[src/rtl/axi_ctrl_pkg.sv]
// Shared definitions for the AXI transaction scheduler.
//   - sched_state_e : scheduler FSM states
//   - grant_e       : arbitration grant (LS request FIFO or SS stream FIFO)
//   - field offsets : bit positions inside the LS and SS FIFO entries
//   - helpers       : LM address composition and saturating beat counter
package axi_ctrl_pkg;

  typedef enum logic [1:0] {
    StIdle,
    StLsWr,
    StLsRd,
    StSsTx
  } sched_state_e;

  typedef enum logic {
    GNT_LS,
    GNT_SS
  } grant_e;

  // LS entry: [51] 1=write/0=read, [50:36] addr, [35:4] wdata, [3:0] wstrb
  localparam int unsigned LsEntryW  = 52;
  localparam int unsigned LsWrBit   = 51;
  localparam int unsigned LsAddrMsb = 50;
  localparam int unsigned LsAddrLsb = 36;
  localparam int unsigned LsDataMsb = 35;
  localparam int unsigned LsDataLsb = 4;
  localparam int unsigned LsStrbMsb = 3;
  localparam int unsigned LsStrbLsb = 0;

  // SS entry: [44:43] unused, [42:11] data, [10:7] tstrb, [6:3] tkeep, [2:1] user, [0] tlast
  localparam int unsigned SsEntryW  = 45;
  localparam int unsigned SsDataMsb = 42;
  localparam int unsigned SsDataLsb = 11;
  localparam int unsigned SsStrbMsb = 10;
  localparam int unsigned SsStrbLsb = 7;
  localparam int unsigned SsKeepMsb = 6;
  localparam int unsigned SsKeepLsb = 3;
  localparam int unsigned SsUserMsb = 2;
  localparam int unsigned SsUserLsb = 1;
  localparam int unsigned SsLastBit = 0;

  // LM window: upper 17 bits come from the base, lower 15 from the request.
  function automatic logic [31:0] lm_addr(input logic [16:0] prefix, input logic [14:0] offs);
    return {prefix, offs};
  endfunction

  function automatic logic [7:0] sat_inc8(input logic [7:0] val);
    return (val == 8'hFF) ? 8'hFF : val + 8'd1;
  endfunction

endpackage

[src/rtl/axi_trans_sched.sv]
// AXI transaction scheduler.
// Arbitrates between an LS request FIFO (LM reads/writes) and an SS stream FIFO (beats forwarded
// to SM), round-robin on ties. One transaction is in flight at a time; SS may hold the grant for
// up to SS_MAX_BURST consecutive beats of one packet.
// Ports:
//   axi_aclk, axi_areset                 clock, asynchronous active-high reset
//   ls_rd_vld/ls_rd_data/ls_rd_rdy       LS FIFO head and pop
//   ss_rd_vld/ss_rd_data/ss_rd_rdy       SS FIFO head and pop
//   bk_lm_w*                             LM write request (start pulse + addr/data/strb), wdone
//   bk_lm_r*                             LM read request (start pulse + addr), rdata/rdone
//   bk_ls_rdata/bk_ls_rdone              read data returned to LS
//   bk_sm_*                              SM beat (start pulse + data/tstrb/tkeep/user), done
module axi_trans_sched
  import axi_ctrl_pkg::*;
#(
  parameter logic [31:0] LM_BASE_ADDR = 32'h3000_0000,
  parameter int unsigned SS_MAX_BURST = 8
) (
  input  logic                axi_aclk,
  input  logic                axi_areset,
  input  logic                ls_rd_vld,
  input  logic [LsEntryW-1:0] ls_rd_data,
  output logic                ls_rd_rdy,
  input  logic                ss_rd_vld,
  input  logic [SsEntryW-1:0] ss_rd_data,
  output logic                ss_rd_rdy,
  output logic                bk_lm_wstart,
  output logic [31:0]         bk_lm_waddr,
  output logic [31:0]         bk_lm_wdata,
  output logic [3:0]          bk_lm_wstrb,
  input  logic                bk_lm_wdone,
  output logic                bk_lm_rstart,
  output logic [31:0]         bk_lm_raddr,
  input  logic [31:0]         bk_lm_rdata,
  input  logic                bk_lm_rdone,
  output logic [31:0]         bk_ls_rdata,
  output logic                bk_ls_rdone,
  output logic                bk_sm_start,
  output logic [31:0]         bk_sm_data,
  output logic [3:0]          bk_sm_tstrb,
  output logic [3:0]          bk_sm_tkeep,
  output logic [1:0]          bk_sm_user,
  input  logic                bk_sm_done
);

  localparam logic [7:0] MaxBurst = SS_MAX_BURST[7:0];

  sched_state_e state_q, state_d;
  grant_e       last_grant_q, last_grant_d;
  grant_e       gnt;
  logic [7:0]   beat_cnt_q, beat_cnt_d;

  logic        wstart_q, rstart_q, sm_start_q, ls_rdone_q;
  logic [31:0] waddr_q, wdata_q, raddr_q, ls_rdata_q, sm_data_q;
  logic [3:0]  wstrb_q, sm_tstrb_q, sm_tkeep_q;
  logic [1:0]  sm_user_q;
  logic        sm_last_q;

  logic ls_pop, ss_pop_idle, ss_cont;
  logic wr_done, rd_done, sm_done;

  // Upper SS bits carry no meaning for this block.
  logic unused_ss_bits;
  assign unused_ss_bits = ^ss_rd_data[SsEntryW-1:SsDataMsb+1];

  // Round-robin: on a tie, the source that did not win last time gets the grant.
  always_comb begin
    gnt = GNT_LS;
    if (ls_rd_vld && ss_rd_vld) begin
      gnt = (last_grant_q == GNT_SS) ? GNT_LS : GNT_SS;
    end else if (ss_rd_vld) begin
      gnt = GNT_SS;
    end
  end

  // Done inputs count only in their wait state and never in the start cycle itself.
  assign wr_done = (state_q == StLsWr) && !wstart_q   && bk_lm_wdone;
  assign rd_done = (state_q == StLsRd) && !rstart_q   && bk_lm_rdone;
  assign sm_done = (state_q == StSsTx) && !sm_start_q && bk_sm_done;

  // Continue the SS packet only while it is unfinished, within burst budget and data is ready.
  assign ss_cont = sm_done && !sm_last_q && (beat_cnt_q < MaxBurst) && ss_rd_vld;

  // State register
  always_ff @(posedge axi_aclk or posedge axi_areset) begin
    if (axi_areset) begin
      state_q      <= StIdle;
      last_grant_q <= GNT_SS;
      beat_cnt_q   <= 8'd0;
    end else begin
      state_q      <= state_d;
      last_grant_q <= last_grant_d;
      beat_cnt_q   <= beat_cnt_d;
    end
  end

  // Next-state logic
  always_comb begin
    state_d      = state_q;
    last_grant_d = last_grant_q;
    beat_cnt_d   = beat_cnt_q;
    unique case (state_q)
      StIdle: begin
        if (ls_pop) begin
          state_d = ls_rd_data[LsWrBit] ? StLsWr : StLsRd;
        end else if (ss_pop_idle) begin
          state_d    = StSsTx;
          beat_cnt_d = sat_inc8(beat_cnt_q);
        end
      end
      StLsWr: begin
        if (wr_done) begin
          state_d      = StIdle;
          last_grant_d = GNT_LS;
        end
      end
      StLsRd: begin
        if (rd_done) begin
          state_d      = StIdle;
          last_grant_d = GNT_LS;
        end
      end
      StSsTx: begin
        if (ss_cont) begin
          beat_cnt_d = sat_inc8(beat_cnt_q);
        end else if (sm_done) begin
          state_d      = StIdle;
          last_grant_d = GNT_SS;
          beat_cnt_d   = 8'd0;
        end
      end
      default: state_d = StIdle;
    endcase
  end

  // Output logic: FIFO pops are combinational with vld, so the entry is captured on this edge.
  always_comb begin
    ls_pop      = 1'b0;
    ss_pop_idle = 1'b0;
    if (!axi_areset && (state_q == StIdle)) begin
      ls_pop      = ls_rd_vld && (gnt == GNT_LS);
      ss_pop_idle = ss_rd_vld && (gnt == GNT_SS);
    end
    ls_rd_rdy = ls_pop;
    ss_rd_rdy = ss_pop_idle || (!axi_areset && ss_cont);
  end

  // Datapath: start pulses land one cycle after the pop; payload holds until the next pop.
  always_ff @(posedge axi_aclk or posedge axi_areset) begin
    if (axi_areset) begin
      wstart_q   <= 1'b0;
      rstart_q   <= 1'b0;
      sm_start_q <= 1'b0;
      ls_rdone_q <= 1'b0;
      waddr_q    <= 32'd0;
      wdata_q    <= 32'd0;
      wstrb_q    <= 4'd0;
      raddr_q    <= 32'd0;
      ls_rdata_q <= 32'd0;
      sm_data_q  <= 32'd0;
      sm_tstrb_q <= 4'd0;
      sm_tkeep_q <= 4'd0;
      sm_user_q  <= 2'd0;
      sm_last_q  <= 1'b0;
    end else begin
      wstart_q   <= ls_pop && ls_rd_data[LsWrBit];
      rstart_q   <= ls_pop && !ls_rd_data[LsWrBit];
      sm_start_q <= ss_rd_rdy;
      ls_rdone_q <= rd_done;
      if (ls_pop) begin
        if (ls_rd_data[LsWrBit]) begin
          waddr_q <= lm_addr(LM_BASE_ADDR[31:15], ls_rd_data[LsAddrMsb:LsAddrLsb]);
          wdata_q <= ls_rd_data[LsDataMsb:LsDataLsb];
          wstrb_q <= ls_rd_data[LsStrbMsb:LsStrbLsb];
        end else begin
          raddr_q <= lm_addr(LM_BASE_ADDR[31:15], ls_rd_data[LsAddrMsb:LsAddrLsb]);
        end
      end
      if (rd_done) begin
        ls_rdata_q <= bk_lm_rdata;
      end
      if (ss_rd_rdy) begin
        sm_data_q  <= ss_rd_data[SsDataMsb:SsDataLsb];
        sm_tstrb_q <= ss_rd_data[SsStrbMsb:SsStrbLsb];
        sm_tkeep_q <= ss_rd_data[SsKeepMsb:SsKeepLsb];
        sm_user_q  <= ss_rd_data[SsUserMsb:SsUserLsb];
        sm_last_q  <= ss_rd_data[SsLastBit];
      end
    end
  end

  assign bk_lm_wstart = wstart_q;
  assign bk_lm_waddr  = waddr_q;
  assign bk_lm_wdata  = wdata_q;
  assign bk_lm_wstrb  = wstrb_q;
  assign bk_lm_rstart = rstart_q;
  assign bk_lm_raddr  = raddr_q;
  assign bk_ls_rdata  = ls_rdata_q;
  assign bk_ls_rdone  = ls_rdone_q;
  assign bk_sm_start  = sm_start_q;
  assign bk_sm_data   = sm_data_q;
  assign bk_sm_tstrb  = sm_tstrb_q;
  assign bk_sm_tkeep  = sm_tkeep_q;
  assign bk_sm_user   = sm_user_q;

endmodule
[config.mk]
export PLATFORM = sky130hd
export DESIGN_NAME = axi_trans_sched
export DESIGN_NICKNAME = d
export VERILOG_FILES = /design/src/rtl/axi_ctrl_pkg.sv /design/src/rtl/axi_trans_sched.sv
export SDC_FILE = /design/constraint.sdc
export NUM_CORES = 1
export LEC_CHECK = 0
export BUFFER_PORTS_ARGS = -buffer_cell sky130_fd_sc_hd__buf_2
export CAP_MARGIN = 10
export CORE_MARGIN = 8
export CORE_UTILIZATION = 40
export CTS_CLUSTER_DIAMETER = 50
export CTS_CLUSTER_SIZE = 20
export DETAILED_ROUTE_END_ITERATION = 16
export GPL_ROUTABILITY_DRIVEN = 1
export PLACE_DENSITY_LB_ADDON = 0.15
export SLEW_MARGIN = 30
export SYNTH_ARGS = -nofsm -noshare
export SYNTH_HDL_FRONTEND = slang
export SYNTH_SLANG_ARGS = --single-unit
[constraint.sdc]
create_clock -name axi_aclk -period 14.3 [get_ports axi_aclk]
set_clock_uncertainty 0.1 [all_clocks]
set_input_delay 2.145 -clock axi_aclk [delete_from_list [all_inputs] [get_ports axi_aclk]]
set_output_delay 2.145 -clock axi_aclk [all_outputs]
set_load 0.02 [all_outputs]
* Yosys cells after proc, flatten, opt, wreduce, memory -nomap -nowiden *
Index checks and enable logic that the tools add are counted.

word-level totals
  input bits = 136
  output and inout port bits = 180
  register bits after elaboration = 158
  word-level logic and storage cells = 88

operators by class
  $lt $le $gt $ge = 1
  reduce and logical (&&, ||, !) cells = 31
  bitwise gates (word level) = 2
  add/subtract/negate cells = 1
  mux-type cells = 24
  eq/ne operators = 12

operators by type and width
  operator               number
  $mux W8                5
  $logic_and A1 B1 Y1    16
  $pmux W8 S2            1
  $mux W2                7
  $ne A2 B2 Y1 const B   6
  $reduce_and A5 Y1      2
  $mux W1                9
  $add A8 B1 Y8 const B  1
  $eq A8 B8 Y1 const B   1
  $lt A8 B4 Y1 const B   1
  $pmux W2 S4            1
  $logic_not A1 Y1       6
  $ne A3 B3 Y1 const B   2
  $eq A2 B2 Y1 const B   2
  $reduce_and A2 Y1      2
  $reduce_and A4 Y1      1
  $pmux W1 S3            1
  $reduce_bool A3 Y1     1
  $eq A2 B1 Y1 const B   1
  $logic_not A2 Y1       1
  $not A1 Y1             2
  $reduce_bool A2 Y1     1
  $logic_or A1 B1 Y1     1

* Longest topological paths before layout *
  word-level depth = 8
  depth in mapped cells = 7
  depth with buffers taken out = 6

* Worst setup path before layout *
Ideal clock, no wire load.

  kind = input port to output port
  start point = in bk_sm_done
  end point = out ss_rd_rdy
  slack = 9.060 ns
  arrival = 2.995 ns
  stages on the path = 4
  data required time = 12.055 ns
  buffers on the path = 1
  path through = nor2b_1 nand4_2 a21oi_4 buf_6

on the way
  longest elaborated chain between the ends = 6

ends and longest elaborated chain
  item                               line                    source
  start: declaration                 axi_trans_sched.sv:43   input logic bk_sm_done
  $logic_and A1 B1 Y1                axi_trans_sched.sv:79   assign sm_done = (state_q == StSsTx) && !sm_start_q && bk_sm_done;
  $logic_and A1 B1 Y1 (3 in series)  axi_trans_sched.sv:82   assign ss_cont = sm_done && !sm_last_q && (beat_cnt_q < MaxBurst) && ss_rd_vld;
  $logic_and A1 B1 Y1                axi_trans_sched.sv:145  ss_rd_rdy = ss_pop_idle || (!axi_areset && ss_cont);
  $logic_or A1 B1 Y1                 axi_trans_sched.sv:145
  end: declaration                   axi_trans_sched.sv:26   output logic ss_rd_rdy,

No other way between the ends.

* Worst setup path in the final report *
Ends and elaborated chain as after synthesis.

==> reports/metrics.yaml <==
status:
  status: "finished clean"
synthesis:
  syn_area_per_cell_sq_um: 13.0
  synth.area.mux_share: 0.197
  ys_warn_count: 0
  yosys-top-cells-area: "dfrtp_1 60%, mux2_2 19%, nand2_1 5.9%"
  synth_top_area_cell: "dfrtp_1"
  yosys.cell_types.count: 42
  yosysTopAreaCellShare: 0.605
  yosysMostFrequentCell: "dfrtp_1"
  synth_edf_count: 0
  synthAdderAreaFrac: 0.0116
  ys_ff_latch: 158
  synthSimpleGateAreaFrac: 0.0940
  synthCells: 501
  ys_top_cells_by_count: "157 x dfrtp_1, 110 x mux2_2, 102 x nand2_1"
  synth-seq-area-share: 0.609
  synth_xor_xnor_area_share: 0
  synth_compound_area_frac: 0.0302
  synth_flop_cell: "dfrtp_1"
  async_flop_share: 1.00
  synth_top_family_by_area: "multiplexers"
  netlist_area_sq_mm: 0.00649
hold_path:
  min-delay-start: "bk_ls_rdata[9]$_DFFE_PP0P_"
  holdPathStages: 2
  hp-class: "reg -> reg"
  hold_end: "bk_ls_rdata[9]$_DFFE_PP0P_"
sta:
  worst_pin_slew_ns: 0.872
  maxSlewHeadroom: 0.415
  fin_tns_setup_ns: 0
  rsz0062_at_grt: "no"
  slew_viol_final: 0
  hold_violations: 0
  fin_crit_ns: 5.90
  hold_slack_ns: 0.367
  finalSetupViolations: 0
  timing.fmax_mhz: 169
  min_period_over_period: 0.413
drt:
  via_per_inst: 4.63
  drtIter0Drc: 179
  wl_um: 16700
  wl_met3_um: 1950
  wire_per_inst_um: 16.4
  postRouteAntennaNets: 0
  drc: 0
  vias: 4716
  firstDrtPassIters: 5
  dr.max_layer_used: "met4"
  wl_met1_um: 5800
  wl_met2_um: 8430
setup_path:
  crit_path_max_incr_delay_ns: 0.47
  worst_ep_required_time_ns: 12.06
  crit_type: "in -> out"
  cp-end-kind: "primary output"
  critPathMostFrequentCell: "buf_2"
  worstRegToRegCells: 7
  r2r_slack_ns: 11.77
  startpoint_type: "input pin"
  arrival_ns: 3.66
  timing.rr.end: "bk_ls_rdata[15]$_DFFE_PP0P_"
  r2r_start: "state_q[0]$_DFFE_PP0P_"
  cpMaxStageDelayCell: "buf_4"
  path_max_fanout: 45
  cp_cell_sequence: "buf_2, nor2b_1, nand4_2, a21oi_4, buf_4, buf_2"
placement:
  dp_cells: 985
  place_hpwl_um: 12600
  place.gp.congestion: 0.801
  io_buffers: 283
power:
  p_int_mw: 1.27
  p_per_area_mw_per_mm2: 243
  p_sw_frac: 0.392
  clkPwrFrac: 0.216
  seqPwrFrac: 0.370
  combPwrFrac: 0.414
  power.switching_uw: 819
  power_mw: 2.09
  ir_worst_vdd_v: 0.000113
  leakage_nw: 4.48
clock_tree:
  cts_tree: "done"
  clock_latency_ns: 0.41
  clk_transition_reported_paths_ns: 0.06
  cts_made_buffers: 17
  cts_buffer_depth: 2
  cts_sinks: 158
  cts-root-buf: "clkbuf_16"
  htree_num_levels: 4
  ctsResizeCount: 0
  postCtsHoldBufs: 0
  post_cts_buffers: 0
global_route:
  grt_usage: 0.164
  grt_pass1_vias: 5104
  globalRouteOverflowTotal: 0
  grt_antenna_before_repair: 1
  grt_max_degree: 83
  grt_pass1_wl_um: 26000
cells_and_area:
  multi_input_area_sq_mm: 0.00228
  final_cells: 1019
  layout.nets: 930
  nFillCells: 1425
  drive_gt1_frac: 0.551
  utilization: 0.542
  seq_area_sq_mm: 0.00396
  area_growth_pct: 32.5
floorplanning:
  die_width_um: 143
  die_y_um: 143
  io_pins: 316
  coreArea_sq_mm: 0.0159
  fp-row-count: 46
  dieArea_sq_mm: 0.0206
  start_util: 0.409
flow_run:
  maxCapViolCount: 0
[power by group through the flow]
stage                     logic (mW)  clock network, mW  registers [mW]
after detailed placement       0.882                  0           0.779
after CTS                      0.882              0.467           0.774
after floorplan                0.318                  0            1.03
final                          0.864              0.452           0.772
after global routing           0.936              0.486           0.804
after global placement         0.867                  0           0.767
[metrics by stage]
stage	worst slack [ns]	area, sq um
floorplan	7.79	6600
global placement	8.38	7980
detailed placement	8.36	8000
CTS	8.35	8600
global route	8.20	8600
finish	8.40	8600
[critical path: cells and delay by family]
family / cells / cell delay (ns)
and+or+nand+nor: 2 / 0.48
AOI/OAI and AO/OA: 1 / 0.16
buffers and inverters: 3 / 0.82
[worst max-delay path by stage]
stage                           endpoint       start  slack [ns]
6_report                       ss_rd_rdy  bk_sm_done        8.40
5_1_grt                        ss_rd_rdy  bk_sm_done        8.20
4_1_cts                        ss_rd_rdy  bk_sm_done        8.35
3_5_place_dp                   ss_rd_rdy  bk_sm_done        8.36
3_3_place_gp                   ss_rd_rdy  bk_sm_done        8.38
2_1_floorplan  beat_cnt_q[0]$_DFFE_PP0P_  axi_areset        7.79
[sequential cells by signal, indices dropped and copies added, names as in the netlist, 4 cells and up]
name / count
bk_lm_wdata: 32
bk_ls_rdata: 32
bk_sm_data: 32
bk_lm_raddr: 16
bk_lm_waddr: 16
beat_cnt_q: 8
bk_lm_wstrb: 4
bk_sm_tkeep: 4
bk_sm_tstrb: 4
[placed cells by master, fill, tap and decap left out, types with 4 or more instances in the layout]
| cell type | instances |
|---|---|
| buf_2 | 283 |
| dfrtp_1 | 157 |
| mux2_2 | 110 |
| nand2_1 | 102 |
| conb_1 | 30 |
| clkbuf_16 | 17 |
| a21oi_1 | 9 |
| nor2_1 | 7 |
| inv_6 | 7 |
| nand2b_1 | 6 |
| nand3_1 | 6 |
| ha_1 | 6 |
| inv_1 | 5 |
| o22a_1 | 4 |
| buf_4 | 4 |
[logic make-up after synthesis]
kind of cell,after synthesis
other,1
DFF,158
adders and majority gates,6
buffers and inverters,57
and+or+nand+nor,138
AOI/OAI and AO/OA,27
muxes,114
[area by class of cell]
class	count	area share
sequential	158	0.460
clock inverter	14	0.0182
tap	216	0.0314
multi-input combinational	315	0.265
inverter	7	0.00364
timing repair buffer	289	0.171
clock buffer	18	0.0510
antenna	2	0.000582
[per-layer routing]
metal  track usage  vias to the layer above
li1              -                     2224
met1         0.167                     2266
met2         0.279                      197
met3        0.0733                       29
met4        0.0836                        0
met5             0                        -
Note: power is estimated with default switching activity, not from simulation.
